[config.mk]
export PLATFORM = sky130hd
export DESIGN_NAME = fastram_dram_scheduler
export DESIGN_NICKNAME = d
export VERILOG_FILES = /design/src/rtl/fastram_pkg.sv /design/src/rtl/fastram_refresh_timer.sv /design/src/rtl/fastram_dram_scheduler.sv
export SDC_FILE = /design/constraint.sdc
export NUM_CORES = 1
export LEC_CHECK = 0
export CORE_MARGIN = 2
export CORE_UTILIZATION = 52
export DETAILED_ROUTE_END_ITERATION = 12
export GPL_ROUTABILITY_DRIVEN = 0
export GPL_TIMING_DRIVEN = 0
export PLACE_DENSITY = 0.77
export REMOVE_ABC_BUFFERS = 1
export SLEW_MARGIN = 20
export SYNTH_ARGS = -nofsm -noshare
export SYNTH_HDL_FRONTEND = slang
export SYNTH_HIERARCHICAL = 1
export SYNTH_SLANG_ARGS = --single-unit
[constraint.sdc]
create_clock -name CLK -period 3.4 [get_ports CLK]
set_clock_uncertainty 0.05 [all_clocks]
set_input_delay 0.34 -clock CLK [delete_from_list [all_inputs] [get_ports CLK]]
set_output_delay 0.34 -clock CLK [all_outputs]
set_load 0.02 [all_outputs]
[src/rtl/fastram_pkg.sv]
// fastram_pkg: shared state encoding, refresh timing constant and width helper for the FastRAM scheduler
package fastram_pkg;
   typedef enum logic [2:0] {IDLE, ACC_ROW, ACC_COL, ACC_HOLD, REF_CAS, REF_RAS, REF_END, PRECH} state_t;
   localparam int REF_RAS_CYCLES = 2;
   function automatic int clog2(input int v);
      int r;
      r = 0;
      while ((1 << r) < v) r++;
      return r;
   endfunction
endpackage

[src/rtl/fastram_refresh_timer.sv]
// fastram_refresh_timer: refresh interval timer feeding a saturating deferred-refresh counter
//   CLK, RESETn  clock, async active-low reset
//   tick_clr     a refresh is being started this cycle (consume one pending)
//   ref_pending  deferred refresh count; ref_full = count at MAX_PENDING
module fastram_refresh_timer
   import fastram_pkg::*;
#(
   parameter int REFRESH_INTERVAL = 108,
   parameter int MAX_PENDING = 4,
   localparam int PW = clog2(MAX_PENDING + 1)
) (
   input  logic          CLK,
   input  logic          RESETn,
   input  logic          tick_clr,
   output logic [PW-1:0] ref_pending,
   output logic          ref_full
);
   localparam int TW = clog2(REFRESH_INTERVAL);
   logic [TW-1:0] timer;
   logic tick;
   assign tick = timer == '0;
   assign ref_full = ref_pending == PW'(MAX_PENDING);
   // a tick coinciding with a refresh start cancels out; a tick at saturation is dropped
   always_ff @(posedge CLK or negedge RESETn)
      if (!RESETn) begin
         timer <= TW'(REFRESH_INTERVAL - 1);
         ref_pending <= '0;
      end else begin
         timer <= tick ? TW'(REFRESH_INTERVAL - 1) : timer - 1'b1;
         if (tick && !tick_clr && !ref_full) ref_pending <= ref_pending + 1'b1;
         else if (tick_clr && !tick) ref_pending <= ref_pending - 1'b1;
      end
endmodule

[src/rtl/fastram_dram_scheduler.sv]
// fastram_dram_scheduler: shares the FastRAM DRAM between 68000 accesses and deferrable CBR refresh
//   CLK, RESETn                 clock, async active-low reset
//   acc_req/ube/lbe/wr          decoded access request, byte enables, write
//   ras, ucas, lcas, col_sel    active-high DRAM strobes and row/column mux select
//   mem_we, acc_ack, busy       write enable, data phase valid, scheduler not idle
//   ref_pending                 deferred refresh count
module fastram_dram_scheduler
   import fastram_pkg::*;
#(
   parameter int REFRESH_INTERVAL = 108,
   parameter int MAX_PENDING = 4,
   parameter int PRECHARGE_CYCLES = 1,
   localparam int PW = clog2(MAX_PENDING + 1)
) (
   input  logic          CLK,
   input  logic          RESETn,
   input  logic          acc_req,
   input  logic          acc_ube,
   input  logic          acc_lbe,
   input  logic          acc_wr,
   output logic          ras,
   output logic          ucas,
   output logic          lcas,
   output logic          col_sel,
   output logic          mem_we,
   output logic          acc_ack,
   output logic          busy,
   output logic [PW-1:0] ref_pending
);
   state_t state, nxt;
   logic [1:0] cnt;
   logic ref_full, ref_go, acc, refc;
   fastram_refresh_timer #(.REFRESH_INTERVAL(REFRESH_INTERVAL), .MAX_PENDING(MAX_PENDING)) u_timer (
      .CLK(CLK),
      .RESETn(RESETn),
      .tick_clr(ref_go),
      .ref_pending(ref_pending),
      .ref_full(ref_full)
   );
   // a full queue outranks the CPU; otherwise the CPU outranks deferred refresh
   always_comb begin
      nxt = state;
      case (state)
         IDLE:              nxt = ref_full ? REF_CAS : acc_req ? ACC_ROW : ref_pending != '0 ? REF_CAS : IDLE;
         ACC_ROW:           nxt = acc_req ? ACC_COL : PRECH;
         ACC_COL, ACC_HOLD: nxt = acc_req ? ACC_HOLD : PRECH;
         REF_CAS:           nxt = REF_RAS;
         REF_RAS:           nxt = cnt == '0 ? REF_END : REF_RAS;
         REF_END:           nxt = PRECH;
         PRECH:             nxt = cnt == '0 ? IDLE : PRECH;
         default:           nxt = IDLE;
      endcase
   end
   assign ref_go = state == IDLE && nxt == REF_CAS;
   assign acc = nxt == ACC_COL || nxt == ACC_HOLD;
   assign refc = nxt == REF_CAS || nxt == REF_RAS;
   // outputs are registered from the next state so they line up with the state register
   always_ff @(posedge CLK or negedge RESETn)
      if (!RESETn) begin
         state <= IDLE;
         cnt <= '0;
         ras <= 1'b0;
         ucas <= 1'b0;
         lcas <= 1'b0;
         col_sel <= 1'b0;
         mem_we <= 1'b0;
         acc_ack <= 1'b0;
         busy <= 1'b0;
      end else begin
         state <= nxt;
         cnt <= nxt != state ? (nxt == REF_RAS ? 2'(REF_RAS_CYCLES - 1) : 2'(PRECHARGE_CYCLES - 1)) : cnt - 1'b1;
         ras <= nxt == ACC_ROW || acc || nxt == REF_RAS || nxt == REF_END;
         ucas <= acc ? acc_ube : refc;
         lcas <= acc ? acc_lbe : refc;
         col_sel <= acc;
         mem_we <= acc && acc_wr;
         acc_ack <= nxt == ACC_HOLD;
         busy <= nxt != IDLE;
      end
endmodule

* After elaboration in Yosys (flattened, before gate mapping) *
Index checks and enable logic that the tools add are counted.

operators by class
  add/sub/neg operators = 4
  equality and inequality tests = 15
  reduce and logical (&&, ||, !) cells = 20
  mux-type cells = 15

operators with widths
  operator                                             count
  equality test 3 bit, second input constant           8
  two-way mux 3 bit                                    8
  case mux 3 bit (7 select lines)                      1
  equality test 3 x 2 -> 1 bit, second input constant  4
  logical NOT 7 bit                                    1
  two-way mux 7 bit                                    1
  subtractor 7 x 1 -> 7 bit, second input constant     1
  equality test 3 x 1 -> 1 bit, second input constant  2
  nonzero test 3 bit                                   2
  logical AND 1 bit                                    5
  logical OR 1 bit                                     5
  two-way mux 2 bit                                    2
  adder 3 x 1 -> 3 bit, second input constant          1
  logical NOT 1 bit                                    3
  logical NOT 3 bit                                    1
  two-way mux 1 bit                                    3
  inequality test 3 bit                                1
  subtractor 3 x 1 -> 3 bit, second input constant     1
  logical NOT 2 bit                                    1
  nonzero test 2 bit                                   1
  OR reduction 2 bit                                   1
  subtractor 2 x 1 -> 2 bit, second input constant     1

storage, ports and cells
  bits in registers = 22
  word-level logic and storage cells = 65

* Logic depth before layout (Yosys ltp) *
  depth in word-level cells = 11
  gate-level depth with buffers = 11
  mapped depth without buffers = 9

* Cells and area by module *
The synthesis kept the hierarchy.

modules (own cells, without submodules)
  module                  sequential area each (um2)  cells each  times used  area an instance (um2)
  fastram_dram_scheduler  300.3                       51          1           558.0
  fastram_refresh_timer   256.5                       47          1           520.5

* Worst setup path after synthesis *
OpenSTA, ideal clock, no wires.

  path type = register to register
  from = reg u_timer.timer[0]
  to = reg u_timer.ref_pending[2]
  data arrival time = 2476 ps
  period minus slack after synthesis = 2656 ps
  cell stages (with the launch flop) = 12
  setup slack = 744 ps
  required time = 3220 ps
  setup time = 130 ps
  path through = dfstp_2 inv_1 ha_1 or3b_1 buf_2 or2_0 buf_6 or3_1 fa_1 nor2b_1 a22oi_2 xnor2_1

between the ends
  cells in the longest elaborated chain, start to end = 4
  elaborated cells between the ends (all ways) = 7

RTL lines
  what                                                     RTL line                                                  source
  from (decl)                                              fastram_refresh_timer.sv:19                               logic [TW-1:0] timer;
  from (signal assigned)                                   fastram_refresh_timer.sv:26                               timer <= TW'(REFRESH_INTERVAL - 1);
  from (signal assigned)                                   fastram_refresh_timer.sv:29                               timer <= tick ? TW'(REFRESH_INTERVAL - 1) : timer - 1'b1;
  logical NOT 7 bit (*)                                    fastram_refresh_timer.sv:21                               assign tick = timer == '0;
  logical AND 1 bit or logical NOT 1 bit (tied branches)   fastram_refresh_timer.sv:30, fastram_refresh_timer.sv:31
  logical AND 1 bit (on tied branches)                     fastram_refresh_timer.sv:30, fastram_refresh_timer.sv:31
  two-way mux 3 bit or nonzero test 2 bit (tied branches)  --
  to (signal assigned)                                     fastram_refresh_timer.sv:30                               if (tick && !tick_clr && !ref_full) ref_pending <= ref_pending + 1'b1;
  to (signal assigned)                                     fastram_refresh_timer.sv:31                               else if (tick_clr && !tick) ref_pending <= ref_pending - 1'b1;
  to (decl)                                                fastram_refresh_timer.sv:15                               output logic [PW-1:0] ref_pending,

Every way passes the cells marked *; elsewhere a longest branch is shown, timed or not.
A chain may end at the register's enable or synchronous reset.

* Worst setup path in the final report *
Same ends and word-level chain as after synthesis.

==> flow_summary_export.csv <==
group,metric,value,unit
timing,relSlewSlack,0.362,
finish,area_delta_synth_final,17.1,%
power_and_ir_drop,irDropWorstVdd,0.455,mV
timing,fin_setup_tns,0,ns
route,vias,740,
die,die_w,49.5,um
setup_path,crit_path_end_kind,"flip-flop",
clocking,cts_tree,"done",
die,die_y,49.5,um
setup_path,worstRegToRegCells,9,
setup_path,r2r_end,"u_timer/ref_pending[2]",
finish,multiInputGateArea,469,um^2
grt,antenna_found_initial,0,
clocking,post_cts_resized,0,
logic_synthesis,synth_cell_types,40,
logic_synthesis,yosysTopAreaCell,"dfrtp_1",
flow_run,drv_cap,0,
logic_synthesis,synth_top_area_share,0.394,
die,dieArea,0.00245,mm^2
clocking,cts.sinks,22,
clocking,path_clk_slew,0.12,ns
timing,tightest_slew,0.954,ns
route,wl,1.83,mm
worst_hold_path,whs_path_depth,1,
logic_synthesis,ys_seq_elements,22,
setup_path,start_kind,"flip-flop",
power_and_ir_drop,power_density,730,mW/mm^2
worst_hold_path,hold-path-endpoint,"u_timer/timer[0]",
route,drt.antenna.violating_nets,0,
die,start_util,0.550,
clocking,clk_path_buf_depth,2,
clocking,clk_latency,0.30,ns
grt,grt_max_degree,23,
clocking,cts_hold_buffers,0,
setup_path,rrSetupSlack,0.48,ns
logic_synthesis,seq_area_frac_synth,0.516,
setup_path,worst_ep_required_time,3.55,ns
setup_path,reg2reg_from,"u_timer/timer[0]",
timing,fin_crit_sh,0.860,
finish,final_area,0.00126,mm^2
route,firstDrtPassIters,5,
place,port-buffer-count,15,
grt,grt_overflow,0,
finish,fillers,171,
grt,grt_pass1_vias,720,
logic_synthesis,synth.avg_cell_area,11.0,um^2
clocking,cts-root-buf,"clkbuf_4",
place,hpwl,1.31,mm
logic_synthesis,syn_inst,98,
route,wl_per_cell,13.1,um
setup_path,cp_data_arrival_time,3.07,ns
logic_synthesis,yosysWarnings,6,
route,drc,0,
timing,setup_viol,0,
place,placed_area,0.00124,mm^2
route,viasPerCell,5.29,
finish,final_util,0.643,
finish,final_cell_mix,"dfrtp_1 (17), clkdlybuf4s50_1 (15), inv_1 (6), nand2_1 (6)",
die,coreArea,0.00196,mm^2
timing,min_period,2.92,ns
setup_path,path_class,"flip-flop to flip-flop",
clocking,cts-htree-levels,1,
grt,grt_first_pass_wirelength,3.24,mm
route,drt_iter0_drc,17,
grt,track_usage,0.176,
die,rows,16,
finish,layout_commonest_cell,"dfrtp_1",
logic_synthesis,synth_area_leaders,"dfrtp_1 (39%), dfstp_2 (12%), o31ai_1 (3.5%), a221oi_2 (2.8%), a22o_1 (2.4%)",
die,io_pins,16,
finish,drive_above_1_share,0.150,
power_and_ir_drop,cellLeakagePower,0.528,nW
timing,drv_slew,0,
timing,fmax,342,MHz
clocking,numCtsBuffers,3,
timing,grt_setup_unrepaired,"no",
outcome,status,"completed",
setup_path,cp_max_fo,10,
timing,final-hold-violation-count,0,
logic_synthesis,synth_area,0.00108,mm^2
worst_hold_path,hold_start,"u_timer/timer[0]",
worst_hold_path,hp-class,"flip-flop to flip-flop",
clocking,post_cts_buffers,0,
finish,regArea,557,um^2
finish,antenna_cells,0,
finish,nets,123,
==> metal layers <==
metal	up-vias	share of wire	GRT usage
li1	374	-	-
met1	347	0.49	0.226
met2	17	0.46	0.280
met3	2	0.047	0.0424
met4	0	0.010	0.0833
met5	-	0	0
==> registers in the layout, indices dropped and copies added (netlist names) <==
register             cells
ras                      1
acc_ack                  1
lcas                     1
col_sel                  1
state                    3
busy                     1
u_timer/ref_pending      3
u_timer/timer            7
cnt                      2
ucas                     1
mem_we                   1
==> Yosys cell counts <==
cell type  count
dfrtp_1       17
inv_1          6
nand2_1        6
a21oi_1        5
dfstp_2        5
o31ai_1        5
nor2_1         4
nor3_1         4
a22o_1         3
buf_2          3
or3_1          3
a221oi_2       2
and2_1         2
ha_1           2
mux2i_1        2
nor2b_1        2
nor3b_1        2
o21ai_1        2
xnor2_1        2
a21o_1         1
a21oi_2        1
a22oi_2        1
a2bb2oi_1      1
and3_1         1
buf_6          1
fa_1           1
inv_2          1
nand2b_1       1
nand3_1        1
nor2_2         1
nor3_2         1
nor4_1         1
o21a_1         1
o21ai_0        1
o21ai_2        1
or2_0          1
or3_4          1
or3b_1         1
or4_1          1
xor2_1         1
==> through the flow <==
step / power [mW] / instances / hold WS (ns) / setup WS (ns)
after floorplan: 0.664 / 94 / -0.00559 / 0.715
after global placement: 0.791 / 136 / 0.395 / 0.556
after detailed placement: 0.811 / 136 / 0.405 / 0.496
after CTS: 0.935 / 140 / 0.430 / 0.483
after global routing: 1.00 / 140 / 0.442 / 0.303
final: 0.922 / 140 / 0.428 / 0.477
==> where the power goes <==
part,switching (mW),leakage (nW),internal [mW]
registers,0.0818,0.256,0.328
logic,0.194,0.257,0.196
clock network,0.0760,0.0150,0.0457
total,0.352,0.528,0.570
==> worst max-delay path by stage <==
| stage | from | end | slack, ns | depth (start not counted) |
|---|---|---|---|---|
| after CTS | u_timer/timer[0] | u_timer/ref_pending[2] | 0.48 | 9 |
| after global placement | u_timer/timer[0] | u_timer/ref_pending[2] | 0.56 | 9 |
| after floorplan | u_timer/timer[0] | u_timer/ref_pending[2] | 0.72 | 9 |
| final | u_timer/timer[0] | u_timer/ref_pending[2] | 0.48 | 9 |
| after detailed placement | u_timer/timer[0] | u_timer/ref_pending[2] | 0.50 | 9 |
| after global routing | u_timer/timer[0] | u_timer/ref_pending[1] | 0.30 | 8 |
==> logic make-up (layout without fill, tap and decap cells) <==
family                     count (synthesis)  count (layout)  share of synthesized area
muxes                                      2               2                     0.0186
adders and majority gates                  3               3                     0.0418
xor gates and xnor gates                   3               3                     0.0244
AOI/OAI and AO/OA                         24              24                      0.174
DFF                                       22              22                      0.516
and+or+nand+nor                           33              33                      0.176
buffers and inverters                     11              26                     0.0487
==> cell type report <==
class / count / share of cell area
Sequential cell: 22 / 0.441
Multi-Input combinational cell: 65 / 0.372
Timing Repair Buffer: 15 / 0.119
Tap cell: 27 / 0.0268
Clock buffer: 4 / 0.0208
Inverter: 7 / 0.0208
==> worst max-delay path, cell delays in order (launching register included) <==
cell and delay (ns):
dfstp_2 0.40, inv_1 0.05, ha_1 0.16, or3b_1 0.45, or2_0 0.46, or3_1 0.43, fa_1 0.41, nor2b_1 0.15
a22oi_2 0.10, xnor2_1 0.16
Power figures use the tool's default switching activity.
